--- config.mk ---
export PLATFORM = sky130hd
export DESIGN_NAME = serial_deserializer_flat
export DESIGN_NICKNAME = d
export VERILOG_FILES = /design/src/rtl/serial_deserializer_if.sv /design/src/rtl/serial_deserializer.sv /design/src/flat_wrapper.sv
export SDC_FILE = /design/constraint.sdc
export NUM_CORES = 1
export LEC_CHECK = 0
export CORE_ASPECT_RATIO = 0.75
export CORE_MARGIN = 10
export CORE_UTILIZATION = 53
export CTS_BUF_LIST = sky130_fd_sc_hd__clkbuf_4 sky130_fd_sc_hd__clkbuf_8 sky130_fd_sc_hd__clkbuf_16
export DETAILED_ROUTE_END_ITERATION = 12
export HOLD_SLACK_MARGIN = 0.06
export MAX_ROUTING_LAYER = met4
export PLACE_DENSITY_LB_ADDON = 0.2
export SLEW_MARGIN = 10
export SYNTH_ARGS = -nofsm -noshare
export SYNTH_HDL_FRONTEND = slang
export SYNTH_SLANG_ARGS = --single-unit
export TNS_END_PERCENT = 30
--- constraint.sdc ---
create_clock -name clk_i -period 2.1 [get_ports clk_i]
set_input_delay 0.42 -clock clk_i [delete_from_list [all_inputs] [get_ports clk_i]]
set_output_delay 0.42 -clock clk_i [all_outputs]
set_load 0.1 [all_outputs]
--- src/rtl/serial_deserializer_if.sv ---
// Serial-in / parallel-out handshake bundle for serial_deserializer.
// slave is the deserializer side; master is the serial source plus word consumer.
interface serial_deserializer_if #(
  parameter int WIDTH = 8
);
  localparam int CW = $clog2(WIDTH);

  logic             data_i;
  logic             valid_i;
  logic             ready_o;
  logic             flush_i;
  logic [WIDTH-1:0] data_o;
  logic             valid_o;
  logic             ready_i;
  logic [CW-1:0]    bit_count_o;

  modport slave (
    input  data_i, valid_i, flush_i, ready_i,
    output ready_o, data_o, valid_o, bit_count_o
  );

  modport master (
    output data_i, valid_i, flush_i, ready_i,
    input  ready_o, data_o, valid_o, bit_count_o
  );
endinterface

--- src/rtl/serial_deserializer.sv ---
// Collects WIDTH accepted serial bits into a word and queues completed words
// in a 2-entry FIFO presented on a valid/ready interface.
module serial_deserializer #(
  parameter int WIDTH     = 8,
  parameter bit MSB_FIRST = 1'b1
) (
  input  logic                 clk_i,
  input  logic                 rst_i,
  serial_deserializer_if.slave bus
);
  localparam int CW = $clog2(WIDTH);

  logic [WIDTH-1:0] shift_reg, shift_next;
  logic [CW-1:0]    count_reg, count_next;
  logic [WIDTH-1:0] mem_reg [2];
  logic             head_reg;
  logic [1:0]       occ_reg, occ_next;

  logic [WIDTH-1:0] place_mask;
  logic [WIDTH-1:0] word_next;
  logic             ready;
  logic             accept;
  logic             last_bit;
  logic             push;
  logic             pop;
  logic             tail;

  // One-hot position of the incoming bit, selected by the current count.
  generate
    for (genvar gi = 0; gi < WIDTH; gi++) begin : g_place
      if (MSB_FIRST) begin : g_msb
        assign place_mask[gi] = (count_reg == CW'(WIDTH - 1 - gi));
      end else begin : g_lsb
        assign place_mask[gi] = (count_reg == CW'(gi));
      end
    end
  endgenerate

  assign ready     = (occ_reg != 2'd2);
  assign accept    = bus.valid_i && ready;
  assign last_bit  = (count_reg == CW'(WIDTH - 1));
  assign word_next = shift_reg | (bus.data_i ? place_mask : '0);
  assign push      = accept && last_bit && !bus.flush_i;
  assign pop       = (occ_reg != 2'd0) && bus.ready_i;
  // Free slot is the head when empty, the other entry when one word is held.
  assign tail      = head_reg ^ occ_reg[0];

  always_comb begin
    shift_next = shift_reg;
    count_next = count_reg;
    if (bus.flush_i) begin
      shift_next = '0;
      count_next = '0;
    end else if (accept) begin
      if (last_bit) begin
        shift_next = '0;
        count_next = '0;
      end else begin
        shift_next = word_next;
        count_next = count_reg + CW'(1);
      end
    end
    occ_next = occ_reg + {1'b0, push} - {1'b0, pop};
  end

  always_ff @(posedge clk_i) begin
    if (rst_i) begin
      shift_reg <= '0;
      count_reg <= '0;
      occ_reg   <= 2'd0;
      head_reg  <= 1'b0;
    end else begin
      shift_reg <= shift_next;
      count_reg <= count_next;
      occ_reg   <= occ_next;
      head_reg  <= head_reg ^ pop;
    end
  end

  // Storage needs no reset: occupancy alone decides what is visible.
  always_ff @(posedge clk_i) begin
    if (push && !rst_i) begin
      mem_reg[tail] <= word_next;
    end
  end

  assign bus.ready_o     = ready;
  assign bus.valid_o     = (occ_reg != 2'd0);
  assign bus.data_o      = (occ_reg != 2'd0) ? mem_reg[head_reg] : '0;
  assign bus.bit_count_o = count_reg;
endmodule

--- src/flat_wrapper.sv ---
// flat-port wrapper written by rule: the top's interface ports become plain ports
module serial_deserializer_flat 
#(
  parameter int WIDTH     = 8,
  parameter bit MSB_FIRST = 1'b1
)
  (clk_i, rst_i, bus_data_i, bus_valid_i, bus_flush_i, bus_ready_i, bus_ready_o, bus_data_o, bus_valid_o, bus_bit_count_o);
  serial_deserializer_if #(.WIDTH(WIDTH)) bus_i ();
  input  logic clk_i;
  input  logic rst_i;
  input wire logic [$bits(bus_i.data_i)-1:0] bus_data_i;
  input wire logic [$bits(bus_i.valid_i)-1:0] bus_valid_i;
  input wire logic [$bits(bus_i.flush_i)-1:0] bus_flush_i;
  input wire logic [$bits(bus_i.ready_i)-1:0] bus_ready_i;
  output wire logic [$bits(bus_i.ready_o)-1:0] bus_ready_o;
  output wire logic [$bits(bus_i.data_o)-1:0] bus_data_o;
  output wire logic [$bits(bus_i.valid_o)-1:0] bus_valid_o;
  output wire logic [$bits(bus_i.bit_count_o)-1:0] bus_bit_count_o;
  assign bus_i.data_i = bus_data_i;
  assign bus_i.valid_i = bus_valid_i;
  assign bus_i.flush_i = bus_flush_i;
  assign bus_i.ready_i = bus_ready_i;
  assign bus_ready_o = bus_i.ready_o;
  assign bus_data_o = bus_i.data_o;
  assign bus_valid_o = bus_i.valid_o;
  assign bus_bit_count_o = bus_i.bit_count_o;
  serial_deserializer #(.WIDTH(WIDTH), .MSB_FIRST(MSB_FIRST)) u_core (.clk_i(clk_i), .rst_i(rst_i), .bus(bus_i));
endmodule
==> results.yml <==
detailed_routing:
  route.detailed.drc: 0
  routedWlPerCell_um: 16.4
  drt_iter0_drc: 27
  vias_per_cell: 5.54
  wl_mm: 2.91
  dr.pass1.iters: 5
  antenna_left: 0
  route.vias.total: 986
finish:
  syn_to_final_growth_pct: 30.8
  utilization_pct: 75.6
  final_area_um2: 1820
  layout-drive-gt1-share_pct: 25.0
  antenna_cells: 0
  n_fill_cell: 165
  multiInputGateArea_um2: 576
  register_area_um2: 769
  largest_reg_flops: 16
  nNetsFinal: 158
power_and_ir_drop:
  leakage_uw: 0.000742
  fin_total_pwr_uw: 1440
  powerDensity_nw_per_um2: 794
  vdd_drop_max_mv: 0.383
floorplanning:
  die_h_um: 64.3
  initial_utilization_pct: 57.8
  die_w_um: 79.1
  ios: 19
  core_area_um2: 2400
  die-area_um2: 5090
  rows: 15
clock_tree:
  clk_pin_slew_worst_paths_ns: 0.09
  cts_setup_buffers: 0
  numCtsBuffers: 5
  ctsHoldBuffers: 0
  tritoncts: "done"
  root_buffer: "clkbuf_4"
  ctsHtreeMaxLevel: 2
  clock_latency_ns: 0.32
  cts_buffer_depth: 2
  cts.repair.resized: 0
  cts.sinks: 30
timing:
  hold_viol: 0
  tightestPinTransition_ns: 0.537
  slew_viol_final: 0
  maxSlewHeadroom_pct: 64.1
  final-setup-viol-count: 0
  skew_ns: 0.00982
  hold-worst-slack_ns: 0.488
  setup_tns_ns: 0
  finalCritPeriodShare_pct: 94.6
  fin_crit_ns: 1.99
  rsz0062_at_grt: "false"
  max_freq_mhz: 503
global_route:
  grtUsageMet3_pct: 4.47
  busiest_layer: "met2"
  grt_use_met2_pct: 20.7
  grt_util_met1_pct: 13.3
  grt.overflow.total: 0
  grt_pass1_wl_mm: 4.89
  grt_pass1_vias: 1040
  grt_max_degree: 14
  track_usage_pct: 12.7
  antenna_found_initial: 0
place:
  placed_area_um2: 1740
  portBuffers: 18
  gp_congestion: 0.852
  hpwl_mm: 2.27
worst_setup_path:
  r2r_slack_ns: 0.30
  setup.worst_path.end: "bus_data_o[7]"
  critical_path_class: "reg -> out"
  crit_arrival_ns: 1.57
  r2r-end: "u_core.occ_reg[1]"
  worstSetupStartpoint: "u_core.head_reg"
  worstPathMaxFanout: 10
  crit_path_start_kind: "register"
  r2r-start: "u_core.bus.bit_count_o[0]"
  required_ns: 1.68
  r2r_cells: 7
  critPathCaptureType: "output port"
synth:
  ys_seq_area_share_pct: 54.8
  syn_avg_cell_area_um2: 11.8
  synth-seq-cells: 30
  syn_nets: 133
  ys_warn_count: 0
  syn_inst: 118
  ys_types: 29
  syn_area_um2: 1390
flow_run:
  drv_cap: 0
hold_path:
  hold_path_class: "reg -> reg"
outcome:
  status: "finished clean"
==> power by group <==
group | switching, uW | leakage, uW | internal [uW]
Sequential | 23.2 | 0.000263 | 623
Combinational | 226 | 0.000436 | 125
Clock | 185 | 0.0000433 | 261
Total | 434 | 0.000742 | 1010
==> stage by stage <==
stage	setup WS (ns)	cells
5_1_grt	0.0331	178
3_5_place_dp	-0.00995	170
6_report	0.114	178
3_3_place_gp	0.129	170
4_1_cts	0.0806	178
2_1_floorplan	-0.207	118
==> routing by layer <==
metal / vias to the layer above / routed length [um] / part of all wire, %
met5: - / 0 / 0
met4: 0 / 70 / 2.4
met3: 8 / 207 / 7.1
met2: 38 / 1390 / 48
met1: 464 / 1250 / 43
li1: 476 / - / -
==> logic make-up (layout without fill, tap and decap cells) <==
logic type | Yosys count | after routing | synth area share (%)
AOI/OAI and AO/OA | 24 | 24 | 13.3
DFF | 30 | 30 | 54.8
muxes | 8 | 8 | 5.77
xor gates and xnor gates | 3 | 3 | 1.89
adders and majority gates | 9 | 9 | 8.12
and+or+nand+nor | 31 | 31 | 12.3
buffers and inverters | 13 | 39 | 3.88
==> cell usage after synthesis (all sizes together) <==
master | number | share of area, %
or2 | 1 | 0.45
nor3 | 1 | 0.36
nor4b | 1 | 1.1
and3b | 1 | 0.63
nand3 | 1 | 0.36
inv | 9 | 2.4
buf | 2 | 0.90
nor2 | 19 | 5.1
and2 | 2 | 0.90
mux2i | 8 | 5.8
o21ai | 3 | 1.1
a311oi | 1 | 1.1
a41oi | 8 | 5.0
nor2b | 3 | 1.9
ha | 9 | 8.1
nor3b | 1 | 0.90
xnor2 | 1 | 0.63
edfxtp | 16 | 35
a21o | 8 | 4.3
clkbuf | 2 | 0.54
a21oi | 3 | 1.1
xor2 | 2 | 1.3
dfxtp | 14 | 20
a31o | 1 | 0.63
or4 | 1 | 0.54
==> area by class of cell <==
class	instances	area share [%]
Multi-Input combinational cell	75	31.7
Tap cell	34	2.34
Timing Repair Buffer	22	17.4
Inverter	9	1.86
Clock buffer	6	2.48
Sequential cell	30	42.4
Clock inverter	2	1.86
==> placed cells by master, fill, tap and decap left out, drive strengths merged <==
cell and instances:
ha 9, clkbuf 6, mux2i 8, nor4b 1
and2 2, edfxtp 16, xnor2 1, clkdlybuf4s50 5
inv 9, dfxtp 14, xor2 2, o21ai 3
or2 1, nor3b 1, nand3 1, a31o 1
nor3 1, nor2 19, nor2b 3, or4 1
and3b 1, clkinv 1, buf 17, a21oi 3
bufinv 1, a21o 8, a311oi 1, a41oi 8
==> critical path, stage by stage (launching register included) <==
cell and delay, ns:
dfxtp_1 0.67, mux2i_1 0.16, nor2_1 0.20, buf_12 0.21
==> worst min path at each step <==
stage	slack [ns]	start	cells after the start	end
4_1_cts	0.49	u_core.shift_reg[2]	2	u_core.shift_reg[2]
3_3_place_gp	0.45	u_core.shift_reg[6]	2	u_core.shift_reg[6]
6_report	0.49	u_core.shift_reg[7]	2	u_core.shift_reg[7]
3_5_place_dp	0.47	u_core.shift_reg[2]	2	u_core.shift_reg[2]
2_1_floorplan	0.44	u_core.shift_reg[0]	2	u_core.shift_reg[0]
5_1_grt	0.53	u_core.shift_reg[2]	2	u_core.shift_reg[2]
Note: power is estimated with default switching activity, not from simulation.
